<file path="src/rtl/render_cmd_sequencer_if.sv">
// ---------------------------------------------------------------------------
// render_cmd_sequencer_if
// Bus bundle for the render command sequencer.
//   slave_*  : CPU-facing register port (HPS bridge side).
//     slave_address[1:0], slave_read, slave_readdata[31:0],
//     slave_write, slave_writedata[31:0], slave_waitrequest
//   master_* : renderer-facing register port.
//     master_address[3:0], master_write, master_writedata[31:0],
//     master_read, master_readdata[31:0], master_waitrequest
// Modports are written from the sequencer's point of view:
//   slave  - the sequencer answers CPU accesses
//   master - the sequencer drives renderer accesses
// ---------------------------------------------------------------------------
interface render_cmd_sequencer_if;
  logic [1:0]  slave_address;
  logic        slave_read;
  logic [31:0] slave_readdata;
  logic        slave_write;
  logic [31:0] slave_writedata;
  logic        slave_waitrequest;

  logic [3:0]  master_address;
  logic        master_write;
  logic [31:0] master_writedata;
  logic        master_read;
  logic [31:0] master_readdata;
  logic        master_waitrequest;

  modport slave (
    input  slave_address,
    input  slave_read,
    input  slave_write,
    input  slave_writedata,
    output slave_readdata,
    output slave_waitrequest
  );

  modport master (
    output master_address,
    output master_write,
    output master_writedata,
    output master_read,
    input  master_readdata,
    input  master_waitrequest
  );
endinterface

</file>
<file path="src/rtl/render_cmd_sequencer.sv">
// ---------------------------------------------------------------------------
// render_cmd_sequencer
// Command FIFO plus replay sequencer in front of the frame renderer slave.
// The CPU pushes packed draw commands without waiting; each command is
// replayed to the renderer as writes mid_x(1), mid_y(2), tex_code(4), go(6),
// optionally preceded by polling the frame-flip parity at address 5.
//
// Ports:
//   clk    : system clock
//   rst_n  : synchronous, active-low reset
//   cpu    : CPU register port (slave modport)
//            wr addr0 push command, addr2 bit0 flush / bit1 clear overflow,
//            addr3 bit0 enable; rd addr0 status, addr1 issued count
//   rnd    : renderer register port (master modport)
//
// Command word: [9:0] mid_x (signed), [18:10] mid_y (signed),
//               [25:19] tex_code, [26] sync, [31:27] ignored.
// ---------------------------------------------------------------------------
module render_cmd_sequencer #(
  parameter int DEPTH = 16,
  parameter int AW    = 4
) (
  input  logic                          clk,
  input  logic                          rst_n,
  render_cmd_sequencer_if.slave         cpu,
  render_cmd_sequencer_if.master        rnd
);

  typedef enum logic [3:0] {
    S_IDLE,
    S_SYNC0,
    S_SCAP0,
    S_SYNC,
    S_SCAP,
    S_WX,
    S_WY,
    S_WT,
    S_GO
  } state_t;

  localparam logic [AW:0] FULL_CNT = (AW+1)'(DEPTH);
  localparam logic [AW:0] ONE_CNT  = (AW+1)'(1);

  // Renderer register map
  localparam logic [3:0] RA_MIDX  = 4'd1;
  localparam logic [3:0] RA_MIDY  = 4'd2;
  localparam logic [3:0] RA_TEX   = 4'd4;
  localparam logic [3:0] RA_FLIP  = 4'd5;
  localparam logic [3:0] RA_GO    = 4'd6;

  // ---------------------------------------------------------------------
  // Field extraction helpers
  // ---------------------------------------------------------------------
  function automatic logic [31:0] sext_x(input logic [9:0] v);
    logic signed [9:0]  x;
    logic signed [31:0] r;
    x = v;
    r = x;
    return r;
  endfunction

  function automatic logic [31:0] sext_y(input logic [8:0] v);
    logic signed [8:0]  y;
    logic signed [31:0] r;
    y = v;
    r = y;
    return r;
  endfunction

  function automatic logic [31:0] zext_tex(input logic [6:0] v);
    return {25'd0, v};
  endfunction

  // ---------------------------------------------------------------------
  // Registers
  // ---------------------------------------------------------------------
  logic [26:0]  mem_q [DEPTH];
  logic [26:0]  hold_q;
  logic [AW-1:0] wr_ptr_q, wr_ptr_d;
  logic [AW-1:0] rd_ptr_q, rd_ptr_d;
  logic [AW:0]   count_q, count_d;
  logic          ovf_q, ovf_d;
  logic          en_q, en_d;
  logic [31:0]   rdata_q, rdata_d;

  state_t        state_q;
  logic [3:0]    m_addr_q;
  logic          m_wr_q;
  logic          m_rd_q;
  logic [31:0]   m_wdata_q;
  logic          p0_q;
  logic [15:0]   issued_q;

  // ---------------------------------------------------------------------
  // CPU decode
  // ---------------------------------------------------------------------
  logic        push_req, push, pop, clr, ovf_clr, en_wr;
  logic        empty, full, busy;
  logic [26:0] head;
  logic [5:0]  count6;

  assign empty  = (count_q == '0);
  assign full   = (count_q == FULL_CNT);
  assign busy   = (state_q != S_IDLE);
  assign head   = mem_q[rd_ptr_q];
  assign count6 = 6'(count_q);

  assign push_req = cpu.slave_write && (cpu.slave_address == 2'd0);
  assign clr      = cpu.slave_write && (cpu.slave_address == 2'd2) && cpu.slave_writedata[0];
  assign ovf_clr  = cpu.slave_write && (cpu.slave_address == 2'd2) && cpu.slave_writedata[1];
  assign en_wr    = cpu.slave_write && (cpu.slave_address == 2'd3);

  // Full is judged on the current count: a same-cycle pop never makes room.
  // A flush takes priority over both push and pop.
  assign push = push_req && !full && !clr;
  assign pop  = (state_q == S_IDLE) && en_q && !empty && !clr;

  always_comb begin
    wr_ptr_d = wr_ptr_q;
    rd_ptr_d = rd_ptr_q;
    count_d  = count_q;
    if (clr) begin
      wr_ptr_d = '0;
      rd_ptr_d = '0;
      count_d  = '0;
    end else begin
      if (push) wr_ptr_d = wr_ptr_q + AW'(1);
      if (pop)  rd_ptr_d = rd_ptr_q + AW'(1);
      if (push && !pop)      count_d = count_q + ONE_CNT;
      else if (!push && pop) count_d = count_q - ONE_CNT;
    end
  end

  always_comb begin
    ovf_d = ovf_q;
    if (push_req && full) ovf_d = 1'b1;
    else if (ovf_clr)     ovf_d = 1'b0;
  end

  assign en_d = en_wr ? cpu.slave_writedata[0] : en_q;

  always_comb begin
    rdata_d = 32'd0;
    if (cpu.slave_read) begin
      case (cpu.slave_address)
        2'd0:    rdata_d = {22'd0, ovf_q, busy, empty, full, count6};
        2'd1:    rdata_d = {16'd0, issued_q};
        default: rdata_d = 32'd0;
      endcase
    end
  end

  // ---------------------------------------------------------------------
  // FIFO control and CPU-side registers
  // ---------------------------------------------------------------------
  always_ff @(posedge clk) begin
    if (!rst_n) begin
      wr_ptr_q <= '0;
      rd_ptr_q <= '0;
      count_q  <= '0;
      ovf_q    <= 1'b0;
      en_q     <= 1'b1;
      rdata_q  <= 32'd0;
    end else begin
      wr_ptr_q <= wr_ptr_d;
      rd_ptr_q <= rd_ptr_d;
      count_q  <= count_d;
      ovf_q    <= ovf_d;
      en_q     <= en_d;
      rdata_q  <= rdata_d;
    end
  end

  // Storage and holding register carry data only; no reset needed.
  always_ff @(posedge clk) begin
    if (push) mem_q[wr_ptr_q] <= cpu.slave_writedata[26:0];
    if (pop)  hold_q <= head;
  end

  // ---------------------------------------------------------------------
  // Replay FSM: one renderer access per state, all bus outputs registered.
  // Address/data/strobe are loaded on entry to a state and held until the
  // renderer accepts (waitrequest low).
  // ---------------------------------------------------------------------
  always_ff @(posedge clk) begin
    if (!rst_n) begin
      state_q   <= S_IDLE;
      m_addr_q  <= 4'd0;
      m_wr_q    <= 1'b0;
      m_rd_q    <= 1'b0;
      m_wdata_q <= 32'd0;
      p0_q      <= 1'b0;
      issued_q  <= 16'd0;
    end else begin
      case (state_q)
        S_IDLE: begin
          if (pop) begin
            if (head[26]) begin
              state_q  <= S_SYNC0;
              m_rd_q   <= 1'b1;
              m_addr_q <= RA_FLIP;
            end else begin
              state_q   <= S_WX;
              m_wr_q    <= 1'b1;
              m_addr_q  <= RA_MIDX;
              m_wdata_q <= sext_x(head[9:0]);
            end
          end
        end
        S_SYNC0: begin
          if (!rnd.master_waitrequest) begin
            state_q <= S_SCAP0;
            m_rd_q  <= 1'b0;
          end
        end
        S_SCAP0: begin
          // Read data arrives the cycle after the accept; it is the
          // reference parity that a later poll must differ from.
          p0_q    <= rnd.master_readdata[0];
          state_q <= S_SYNC;
          m_rd_q  <= 1'b1;
        end
        S_SYNC: begin
          if (!rnd.master_waitrequest) begin
            state_q <= S_SCAP;
            m_rd_q  <= 1'b0;
          end
        end
        S_SCAP: begin
          if (rnd.master_readdata[0] != p0_q) begin
            state_q   <= S_WX;
            m_wr_q    <= 1'b1;
            m_addr_q  <= RA_MIDX;
            m_wdata_q <= sext_x(hold_q[9:0]);
          end else begin
            state_q <= S_SYNC;
            m_rd_q  <= 1'b1;
          end
        end
        S_WX: begin
          if (!rnd.master_waitrequest) begin
            state_q   <= S_WY;
            m_addr_q  <= RA_MIDY;
            m_wdata_q <= sext_y(hold_q[18:10]);
          end
        end
        S_WY: begin
          if (!rnd.master_waitrequest) begin
            state_q   <= S_WT;
            m_addr_q  <= RA_TEX;
            m_wdata_q <= zext_tex(hold_q[25:19]);
          end
        end
        S_WT: begin
          if (!rnd.master_waitrequest) begin
            state_q   <= S_GO;
            m_addr_q  <= RA_GO;
            m_wdata_q <= 32'd0;
          end
        end
        S_GO: begin
          if (!rnd.master_waitrequest) begin
            state_q   <= S_IDLE;
            m_wr_q    <= 1'b0;
            m_addr_q  <= 4'd0;
            m_wdata_q <= 32'd0;
            issued_q  <= issued_q + 16'd1;
          end
        end
        default: begin
          state_q <= S_IDLE;
          m_wr_q  <= 1'b0;
          m_rd_q  <= 1'b0;
        end
      endcase
    end
  end

  // ---------------------------------------------------------------------
  // Outputs
  // ---------------------------------------------------------------------
  assign cpu.slave_readdata    = rdata_q;
  assign cpu.slave_waitrequest = 1'b0;

  assign rnd.master_address   = m_addr_q;
  assign rnd.master_write     = m_wr_q;
  assign rnd.master_read      = m_rd_q;
  assign rnd.master_writedata = m_wdata_q;

  logic unused_ok;
  assign unused_ok = ^{cpu.slave_writedata[31:27], rnd.master_readdata[31:1], hold_q[26]};

endmodule

</file>
<file path="src/flat_wrapper.sv">
// flat-port wrapper written by rule: the top's interface ports become plain ports
module render_cmd_sequencer_flat 
#(
  parameter int DEPTH = 16,
  parameter int AW    = 4
)
  (clk, rst_n, cpu_slave_address, cpu_slave_read, cpu_slave_write, cpu_slave_writedata, cpu_slave_readdata, cpu_slave_waitrequest, rnd_master_address, rnd_master_write, rnd_master_writedata, rnd_master_read, rnd_master_readdata, rnd_master_waitrequest);
  render_cmd_sequencer_if cpu_i ();
  render_cmd_sequencer_if rnd_i ();
  input  logic clk;
  input  logic rst_n;
  input wire logic [$bits(cpu_i.slave_address)-1:0] cpu_slave_address;
  input wire logic [$bits(cpu_i.slave_read)-1:0] cpu_slave_read;
  input wire logic [$bits(cpu_i.slave_write)-1:0] cpu_slave_write;
  input wire logic [$bits(cpu_i.slave_writedata)-1:0] cpu_slave_writedata;
  output wire logic [$bits(cpu_i.slave_readdata)-1:0] cpu_slave_readdata;
  output wire logic [$bits(cpu_i.slave_waitrequest)-1:0] cpu_slave_waitrequest;
  output wire logic [$bits(rnd_i.master_address)-1:0] rnd_master_address;
  output wire logic [$bits(rnd_i.master_write)-1:0] rnd_master_write;
  output wire logic [$bits(rnd_i.master_writedata)-1:0] rnd_master_writedata;
  output wire logic [$bits(rnd_i.master_read)-1:0] rnd_master_read;
  input wire logic [$bits(rnd_i.master_readdata)-1:0] rnd_master_readdata;
  input wire logic [$bits(rnd_i.master_waitrequest)-1:0] rnd_master_waitrequest;
  assign cpu_i.slave_address = cpu_slave_address;
  assign cpu_i.slave_read = cpu_slave_read;
  assign cpu_i.slave_write = cpu_slave_write;
  assign cpu_i.slave_writedata = cpu_slave_writedata;
  assign cpu_slave_readdata = cpu_i.slave_readdata;
  assign cpu_slave_waitrequest = cpu_i.slave_waitrequest;
  assign rnd_master_address = rnd_i.master_address;
  assign rnd_master_write = rnd_i.master_write;
  assign rnd_master_writedata = rnd_i.master_writedata;
  assign rnd_master_read = rnd_i.master_read;
  assign rnd_i.master_readdata = rnd_master_readdata;
  assign rnd_i.master_waitrequest = rnd_master_waitrequest;
  render_cmd_sequencer #(.DEPTH(DEPTH), .AW(AW)) u_core (.clk(clk), .rst_n(rst_n), .cpu(cpu_i), .rnd(rnd_i));
endmodule
</file>
<file path="config.mk">
export PLATFORM = sky130hd
export DESIGN_NAME = render_cmd_sequencer_flat
export DESIGN_NICKNAME = d
export VERILOG_FILES = /design/src/rtl/render_cmd_sequencer_if.sv /design/src/rtl/render_cmd_sequencer.sv /design/src/flat_wrapper.sv
export SDC_FILE = /design/constraint.sdc
export NUM_CORES = 1
export LEC_CHECK = 0
export CORE_MARGIN = 8
export CORE_UTILIZATION = 45
export CTS_BUF_LIST = sky130_fd_sc_hd__clkbuf_8 sky130_fd_sc_hd__clkbuf_16
export CTS_CLUSTER_SIZE = 40
export DETAILED_ROUTE_END_ITERATION = 8
export GPL_TIMING_DRIVEN = 0
export PLACE_DENSITY = 0.61
export SKIP_LAST_GASP = 1
export SLEW_MARGIN = 20
export SYNTH_ARGS = -nofsm -noshare
export SYNTH_HDL_FRONTEND = slang
export SYNTH_SLANG_ARGS = --single-unit
</file>
<file path="constraint.sdc">
create_clock -name clk -period 12.25 [get_ports clk]
set_input_delay 3.0625 -clock clk [delete_from_list [all_inputs] [get_ports clk]]
set_output_delay 3.0625 -clock clk [all_outputs]
set_load 0.1 [all_outputs]
</file>
Word-level counts from Yosys, hierarchy flattened
Memory sizes are Yosys's and may differ from the RTL's. A register that Yosys moved wholly into a read port is not among the register bits.
Index checks and enable logic that the tools add are counted.
Word-level totals
  bits in registers: 132
  input port bits: 71
  bits in writable memories: 432
  word-level logic and storage cells: 127
  memories: 1
Operators by class
  $add $sub $neg: 5
  muxes and demuxes: 39
  equality and inequality tests: 26
  bitwise logic cells: 4
  reduce and logical (&&, ||, !) cells: 38
Memories
  u_core.mem_q: words 16, bits a word 27, rd ports 1, clocked after Yosys merged registers in 1, wr ports 1, line render_cmd_sequencer.sv:77  | logic [26:0] mem_q [DEPTH];
Operator list (count)
  2-to-1 mux 32 bit: 6
  one-hot mux 32 bit (5 select lines): 1
  2-to-1 mux 4 bit: 11
  one-hot mux 4 bit (9 select lines): 1
  one-hot mux 16 bit (2 select lines): 1
  one-hot mux 4 bit (6 select lines): 1
  AND reduction 7 bit: 3
  != test 2 bit (second input constant): 10
  adder 16 x 1 -> 16 bit (second input constant): 1
  equality test 4 x 3 -> 1 bit (second input constant): 4
  logical AND 1 bit: 13
  2-to-1 mux 1 bit: 11
  2-to-1 mux 5 bit: 2
  AND reduction 5 bit: 2
  2-to-1 mux 3 bit: 3
  adder 4 x 1 -> 4 bit (second input constant): 2
  equality test 4 x 2 -> 1 bit (second input constant): 2
  != test 2 x 1 -> 1 bit (second input constant): 3
  nonzero test 6 bit: 1
  OR reduction 2 bit: 3
  OR reduction 6 bit: 1
  adder 5 x 1 -> 5 bit (second input constant): 1
  equality test 5 bit (second input constant): 1
  zero test 1 bit: 5
  other kinds (17): 23

Logic depth before layout (Yosys ltp)
Gate-level depths: netlist of run 1.
  word-level depth: 9
  depth in mapped cells: 11
  depth with buffers taken out: 11

Worst setup path before layout of run 1
No wires, ideal clock.
  path type: input to register
  start point: input cpu_slave_write
  end point: memory u_core.mem_q[4][0] (enable)
  path slack: 5897 ps
  path buffers: 0
  arrival: 5909 ps
  stages: 4
  library setup time: 445 ps
  path through: inv_1 -> a2111oi_2 -> nand2_1 -> nor3_1
On the way
  cells in the longest elaborated chain, start to end: 6
RTL lines
  from (decl): line flat_wrapper.sv:14  | input wire logic [$bits(cpu_i.slave_write)-1:0] cpu_slave_write;
  logical AND 1 bit (2 in a row): line render_cmd_sequencer.sv:109  | assign clr = cpu.slave_write && (cpu.slave_address == 2'd2) && cpu.slave_writedata[0];
  zero test 1 bit: line render_cmd_sequencer.sv:115  | assign push = push_req && !full && !clr;
  logical AND 1 bit *: line render_cmd_sequencer.sv:115
  net u_core.push: line render_cmd_sequencer.sv:97  | logic push_req, push, pop, clr, ovf_clr, en_wr;
  2-to-1 mux 1 bit *: line render_cmd_sequencer.sv:176  | if (push) mem_q[wr_ptr_q] <= cpu.slave_writedata[26:0];
  2-to-1 mux 1 bit (not written as such) *: line render_cmd_sequencer.sv:176
  to (decl): line render_cmd_sequencer.sv:77
Mark *: on every way through the listed nets, which the timed path passes. The rest lies on a longest branch.

Final worst setup path of run 1
  start point: input cpu_slave_writedata[0]
  end point: register u_core.count_q[4]
On the way
  cells in the longest elaborated chain, start to end: 6
RTL lines
  from (decl): line flat_wrapper.sv:15  | input wire logic [$bits(cpu_i.slave_writedata)-1:0] cpu_slave_writedata;
  logical AND 1 bit *: line render_cmd_sequencer.sv:109
  zero test 1 bit: line render_cmd_sequencer.sv:115, render_cmd_sequencer.sv:116
  logical AND 1 bit (on tied branches): line render_cmd_sequencer.sv:116, render_cmd_sequencer.sv:115
  zero test 1 bit (on tied branches): line render_cmd_sequencer.sv:129, render_cmd_sequencer.sv:130
  logical AND 1 bit (on tied branches): line render_cmd_sequencer.sv:129, render_cmd_sequencer.sv:130
  2-to-1 mux 5 bit / nonzero test 2 bit (equally long branches)
  to (signal assigned): line render_cmd_sequencer.sv:167  | count_q <= count_d;
  to (decl): line render_cmd_sequencer.sv:81  | logic [AW:0] count_q, count_d;
Mark *: on every way between the ends. The rest lies on a longest branch, timed or not.
A chain may end at the register's enable or synchronous reset.

==> metrics.cfg, run 1 <==
[run_status]
status=finished, final reports clean

[synthesis]
synth_top_area_share_pct=65.1
synth_area_leaders=edfxtp_1, mux4_2, dfxtp_1, mux2i_1, buf_4
yosysTopAreaCell=edfxtp_1
synth-edff-count=458
ys_ff_latch=529
synth_seq_area_share_pct=71.8
postSynthCellCount=1131
synth_cell_types=60
netlist_area_mm2=0.0211
synthFlopType=edfxtp_1
synth_area_per_cell_um2=18.7
synthArstFlopShare_pct=0
ys_warn_count=0

[cts]
clk_pin_slew_worst_paths_ns=0.06
cts_root_buf=clkbuf_16
cts-buffers-inserted=54
numClockSinks=529
postCtsHoldBufs=0
clk-insertion-delay-late_ns=0.62
cts_setup_buffers=0
htreeDepth=2
clock_path_buffers=3
cts.repair.resized=0
cts_tree=built

[final_layout]
final_cell_mix=edfxtp_1, mux4_2, clkdlybuf4s50_1, dfxtp_1, buf_4
post-route-util_pct=53.8
layout-drive-gt1-share_pct=24.7
fin_nets=1400
syn_to_final_growth_pct=18.3
fin_cells=1971
final_area_mm2=0.0250
final_common_cell=edfxtp_1

[global_routing]
grt_pass1_wl_um=72500
track_usage_pct=18.1
antenna_found_initial=2
grt_start_max_net_pins=32
globalRouteOverflowTotal=0
grt_pass1_vias=11100

[worst_hold_path]
holdCritStartpoint=u_core.issued_q[10]
min_path_cells=1
min_path_type=flop to flop

[timing]
timing.final.crit_period_ns=5.85
timing.fmax_ghz=0.171
tightest_slew_ns=1.09
setup_viol=0
slew_headroom_pct=27.4
hold_viol=0
tns_ns=0
skew_ns=0.0382
rsz0062_at_grt=no
period_share_pct=47.7
slew_violations=0

[die]
ios=142
rows=79
initial_utilization_pct=45.5
core_area_mm2=0.0465
dieArea_mm2=0.0541
die_y_um=233
fp.dieW_um=233

[worst_setup_path]
r2r_start=u_core.count_q[0]
cp-start-kind=primary input
crit_required_ns=12.79
worstRegToRegCells=11
crit_arrival_ns=6.38
worstPathMaxFanout=19
crit_path_start=cpu_slave_writedata[0]
critPathCaptureType=flop
crit_type=primary input to flop

[power]
swShare_pct=31.5
p_int_uw=3360
power.density_mw_per_mm2=196
p_clk_share_pct=31.2
seqPwrFrac_pct=43.2
leakagePower_uw=0.00807
ir_drop_mv=0.195
combPwrFrac_pct=25.6
p_sw_uw=1550

[drt]
routed_via_density=5.57
vias=11000
firstDrtPassIters=5
wl_per_cell_um=24.8
ant_nets=0
drt-total-wl_um=49000
drt_first_iter_violations=876
drc=0

[job]
cap_viol_max_count=0

[placement]
hpwl_um=33000
dpl.cell_count=1869
io_buffer_count=86
gp_routability_congestion=0.811
dpl_cell_area_mm2=0.0233

==> synth_stat cells (3+ instances only) <==
master	instances
o21ai_0	17
xnor2_1	12
mux2i_1	54
buf_2	15
a22oi_1	10
dfxtp_1	71
and4b_1	3
nand4_1	6
nand3_1	10
mux2_2	7
edfxtp_1	458
nor3_1	9
inv_1	16
mux4_2	120
or3_1	8
clkbuf_1	25
and3_1	9
buf_4	43
nor2_1	51
buf_1	18
or2_2	3
ha_1	10
nand2_1	21
a221oi_1	10
nor4b_1	3
nand2b_1	5
nor4_1	4
a211oi_2	10
nor2b_1	6
xor2_1	10
a21oi_1	24
and2_1	11
nor3b_1	3
a31oi_1	13
==> layout make-up <==
| type | count | area, um2 |
|---|---|---|
| Antenna cell | 1 | 2.50 |
| Clock inverter | 47 | 307 |
| Clock buffer | 54 | 1350 |
| Fill cell | 3653 | 21500 |
| Inverter | 16 | 60.1 |
| Sequential cell | 529 | 15200 |
| Tap cell | 607 | 759 |
| Buffer | 103 | 588 |
| Timing Repair Buffer | 114 | 1290 |
| Multi-Input combinational cell | 500 | 5450 |
==> critical path: stages <==
cell and delay, ns:
clkdlybuf4s50_1 0.79, nand4b_1 0.32, o211ai_1 0.24, or2_2 0.40
ha_1 0.24, inv_1 0.14, ha_1 0.29, a21o_1 0.19
a21oi_1 0.18, xnor2_1 0.09, or3_1 0.30, a21oi_1 0.14
==> sequential cells by signal, summed over array words and instances (netlist names), named ones only <==
register	cells
u_core.rnd.master_writedata	10
u_core.rnd.master_read	1
u_core.issued_q	16
u_core.rnd.master_address	3
u_core.cpu.slave_readdata	16
u_core.count_q	5
u_core.p0_q	1
u_core.mem_q	432
u_core.wr_ptr_q	4
u_core.en_q	1
u_core.rnd.master_write	1
u_core.rd_ptr_q	4
u_core.hold_q	26
u_core.state_q	4
u_core.ovf_q	1
==> path summary, 6_finish.rpt <==
kind                                        end  slack (ns)
setup reg to reg              u_core.count_q[4]        8.91
setup / recovery              u_core.count_q[4]        6.40
hold / removal    u_core.cpu.slave_readdata[10]        0.48
hold reg to reg   u_core.cpu.slave_readdata[10]        0.48
==> power groups by stage <==
stage               Sequential (uW)  Combinational, uW  Clock [uW]
finish                         2120               1250        1530
global route                   2130               1330        1630
CTS                            2120               1270        1560
detailed placement             2160               1260           0
global placement               2160               1250           0
floorplan                      2260                822           0
==> per-layer routing <==
layer | track usage (%) | routed length (um) | vias up | part of all wire (%)
met5 | 0 | 13 | - | 0.027
met4 | 6.37 | 1360 | 2 | 2.8
met3 | 3.13 | 3040 | 87 | 6.2
met2 | 29.3 | 23500 | 363 | 48
met1 | 24.6 | 21000 | 5646 | 43
li1 | - | - | 4881 | -
==> logic make-up (layout without fill, tap and decap cells) <==
| group | count (synthesis) | after routing | share of synthesized area [%] |
|---|---|---|---|
| compound gates | 104 | 104 | 3.57 |
| xor+xnor | 22 | 22 | 0.912 |
| fa+ha+maj | 11 | 11 | 0.687 |
| buf+inv | 119 | 334 | 3.04 |
| flops | 529 | 529 | 71.8 |
| mux | 181 | 181 | 15.7 |
| other cells | 1 | 19 | 0.0177 |
| simple gates | 164 | 164 | 4.23 |
==> per-stage QoR <==
step           hold WS, ns  total power [uW]  setup WS [ns]
2_1_floorplan        0.452              3080           5.90
6_report             0.483              4910           6.40
5_1_grt              0.501              5090           6.23
3_3_place_gp         0.469              3410           2.35
4_1_cts              0.484              4950           6.32
3_5_place_dp         0.470              3420           5.67
(Power assumes the default switching activity.)
==> run 2: changes to the inputs <==
Settings changed: PLACE_DENSITY 0.61 to 0.63.
Clock period 12.25 ns to 5.1 ns, I/O delays scaled along.
==> metrics.cfg, run 2 (synthesis results as in run 1) <==
[run_status]
status=finished, final reports clean

[cts]
clk-insertion-delay-late_ns=0.62
cts-buffers-inserted=54
htreeDepth=2
cts_tree=built
postCtsHoldBufs=0
cts_setup_buffers=0
clock_path_buffers=3
cts_root_buf=clkbuf_16
numClockSinks=529
clk_pin_slew_worst_paths_ns=0.06
cts.repair.resized=0

[die]
ios=142
die_y_um=233
core_area_mm2=0.0465
initial_utilization_pct=45.5
fp.dieW_um=233
dieArea_mm2=0.0541
rows=79

[final_layout]
n_fill_cell=3621
fin_nets=1402
post-route-util_pct=54.4
syn_to_final_growth_pct=19.6
fin_cells=1974
top_register=u_core.mem_q
final_common_cell=edfxtp_1
largest_reg_flops=432
layout-drive-gt1-share_pct=25.2
reg.largest.list=u_core.mem_q: 432 flops, u_core.hold_q: 26 flops
final_cell_mix=edfxtp_1, mux4_2, clkdlybuf4s50_1, dfxtp_1

[timing]
timing.hold.ws_ns=0.493
rsz0062_at_grt=no
slew_violations=0
period_share_pct=79.4
timing.fmax_ghz=0.247
setup_viol=0
skew_ns=0.0240
tightest_slew_ns=1.12
hold_viol=0
slew_headroom_pct=25.1
worst_slack_ns=1.05
timing.final.crit_period_ns=4.05

[drt]
drt_first_iter_violations=792
routed_via_density=5.59
vias=11000
drt-total-wl_um=48800
drc=0
wl_per_cell_um=24.7
firstDrtPassIters=5
ant_nets=0

[worst_setup_path]
crit_chain=clkdlybuf4s50_1 -> nand4b_1 -> o211ai_1 -> or2_2 -> ha_1 -> inv_1 -> ha_1 -> a21o_1 -> a21oi_1 -> xnor2_1 -> or3_1 -> a21oi_1
crit_arrival_ns=4.58
crit_slowest_cell=clkdlybuf4s50_1
worstPathMaxFanout=19
crit_required_ns=5.63
cpPeakStageDelay_ns=0.80
crit_type=primary input to flop
cp-start-kind=primary input
critPathCaptureType=flop

[power]
power_uw=12300
leakagePower_uw=0.00819
ir_drop_mv=0.488
power.density_mw_per_mm2=485

[global_routing]
grt_pass1_vias=11300
globalRouteOverflowTotal=0
antenna_found_initial=2
grt_start_max_net_pins=32
grt_pass1_wl_um=73000
track_usage_pct=18.1

[job]
cap_viol_max_count=0

[placement]
dpl.cell_count=1871
place_ws_ns=0.302
io_buffer_count=86
hpwl_um=33000
gp_routability_congestion=0.812

[worst_hold_path]
min_path_type=flop to flop

==> run 2: cell count changes in the layout (fill, tap and decap cells not counted), sizes merged <==
cell      change
clkinvlp      -3
buf           +2
inv           -4
clkinv        -2
bufinv        +7
clkbuf        +3
==> run 2: final timing paths <==
| path | cells after the start | from | slack [ns] | to |
|---|---|---|---|---|
| worst max register to register | 6 | flop | 1.71 | u_core.hold_q[13] |
| worst min register to register | 1 | u_core.issued_q[15] | 0.49 | u_core.cpu.slave_readdata[15] |
| worst max-delay path | 12 | cpu_slave_writedata[0] | 1.05 | u_core.count_q[4] |
| worst min-delay path | 1 | u_core.issued_q[15] | 0.49 | u_core.cpu.slave_readdata[15] |
==> run 2: report_power, final <==
| group | switching (uW) | leakage [uW] | internal (uW) |
|---|---|---|---|
| sequential | 139 | 0.00471 | 4960 |
| combinational | 1940 | 0.00253 | 1090 |
| clock | 1670 | 0.000956 | 2470 |
| total | 3750 | 0.00819 | 8520 |
==> run 2: routing by layer <==
layer  GRT usage (%)  wire length [um]  up-vias
met5               0                13        -
li1                -                 -     4878
met1            23.8             20800     5724
met4            6.43              1500        2
met2            30.1             23600      349
met3            3.31              2910       90
==> run 2: per-stage QoR <==
step / cell area [um2] / TNS [ns]
2_1_floorplan: 21200 / 0
3_3_place_gp: 22800 / -470.19
3_5_place_dp: 23300 / 0
4_1_cts: 25200 / 0
5_1_grt: 25300 / 0
6_report: 25300 / 0
==> run 2: cell type report <==
type	count	area (um2)	share of cell area (%)
Inverter	16	60.1	0.238
Multi-Input combinational cell	500	5450	21.6
Tap cell	607	759	3.01
Timing Repair Buffer	116	1330	5.25
Antenna cell	1	2.50	0.00991
Buffer	103	588	2.33
Clock inverter	45	488	1.93
Clock buffer	57	1420	5.60
Sequential cell	529	15200	60.1
==> run 2: critical path, delay by kind of cell <==
kind            cells  cell delay [ns]
xor+xnor            1             0.09
simple gates        3             1.03
fa+ha+maj           2             0.53
compound gates      4             0.72
buf+inv             2             0.93
==> run 3: changes to the inputs <==
Settings changed: PLACE_DENSITY 0.63 to 0.61.
Clock period 5.1 ns to 4.1 ns, I/O delays scaled along.
==> results of run 3 <==
Same layout as run 1 (identical final DEF). Status: finished, final reports clean.
Main changes from that run: setup slack after placement 5.67 ns -> -0.439 ns; setup slack after layout 6.40 ns -> 0.291 ns; register-to-register setup slack 8.91 ns -> 0.76 ns; total power 4910 uW -> 14700 uW; worst IR drop on VDD 0.195 mV -> 0.583 mV
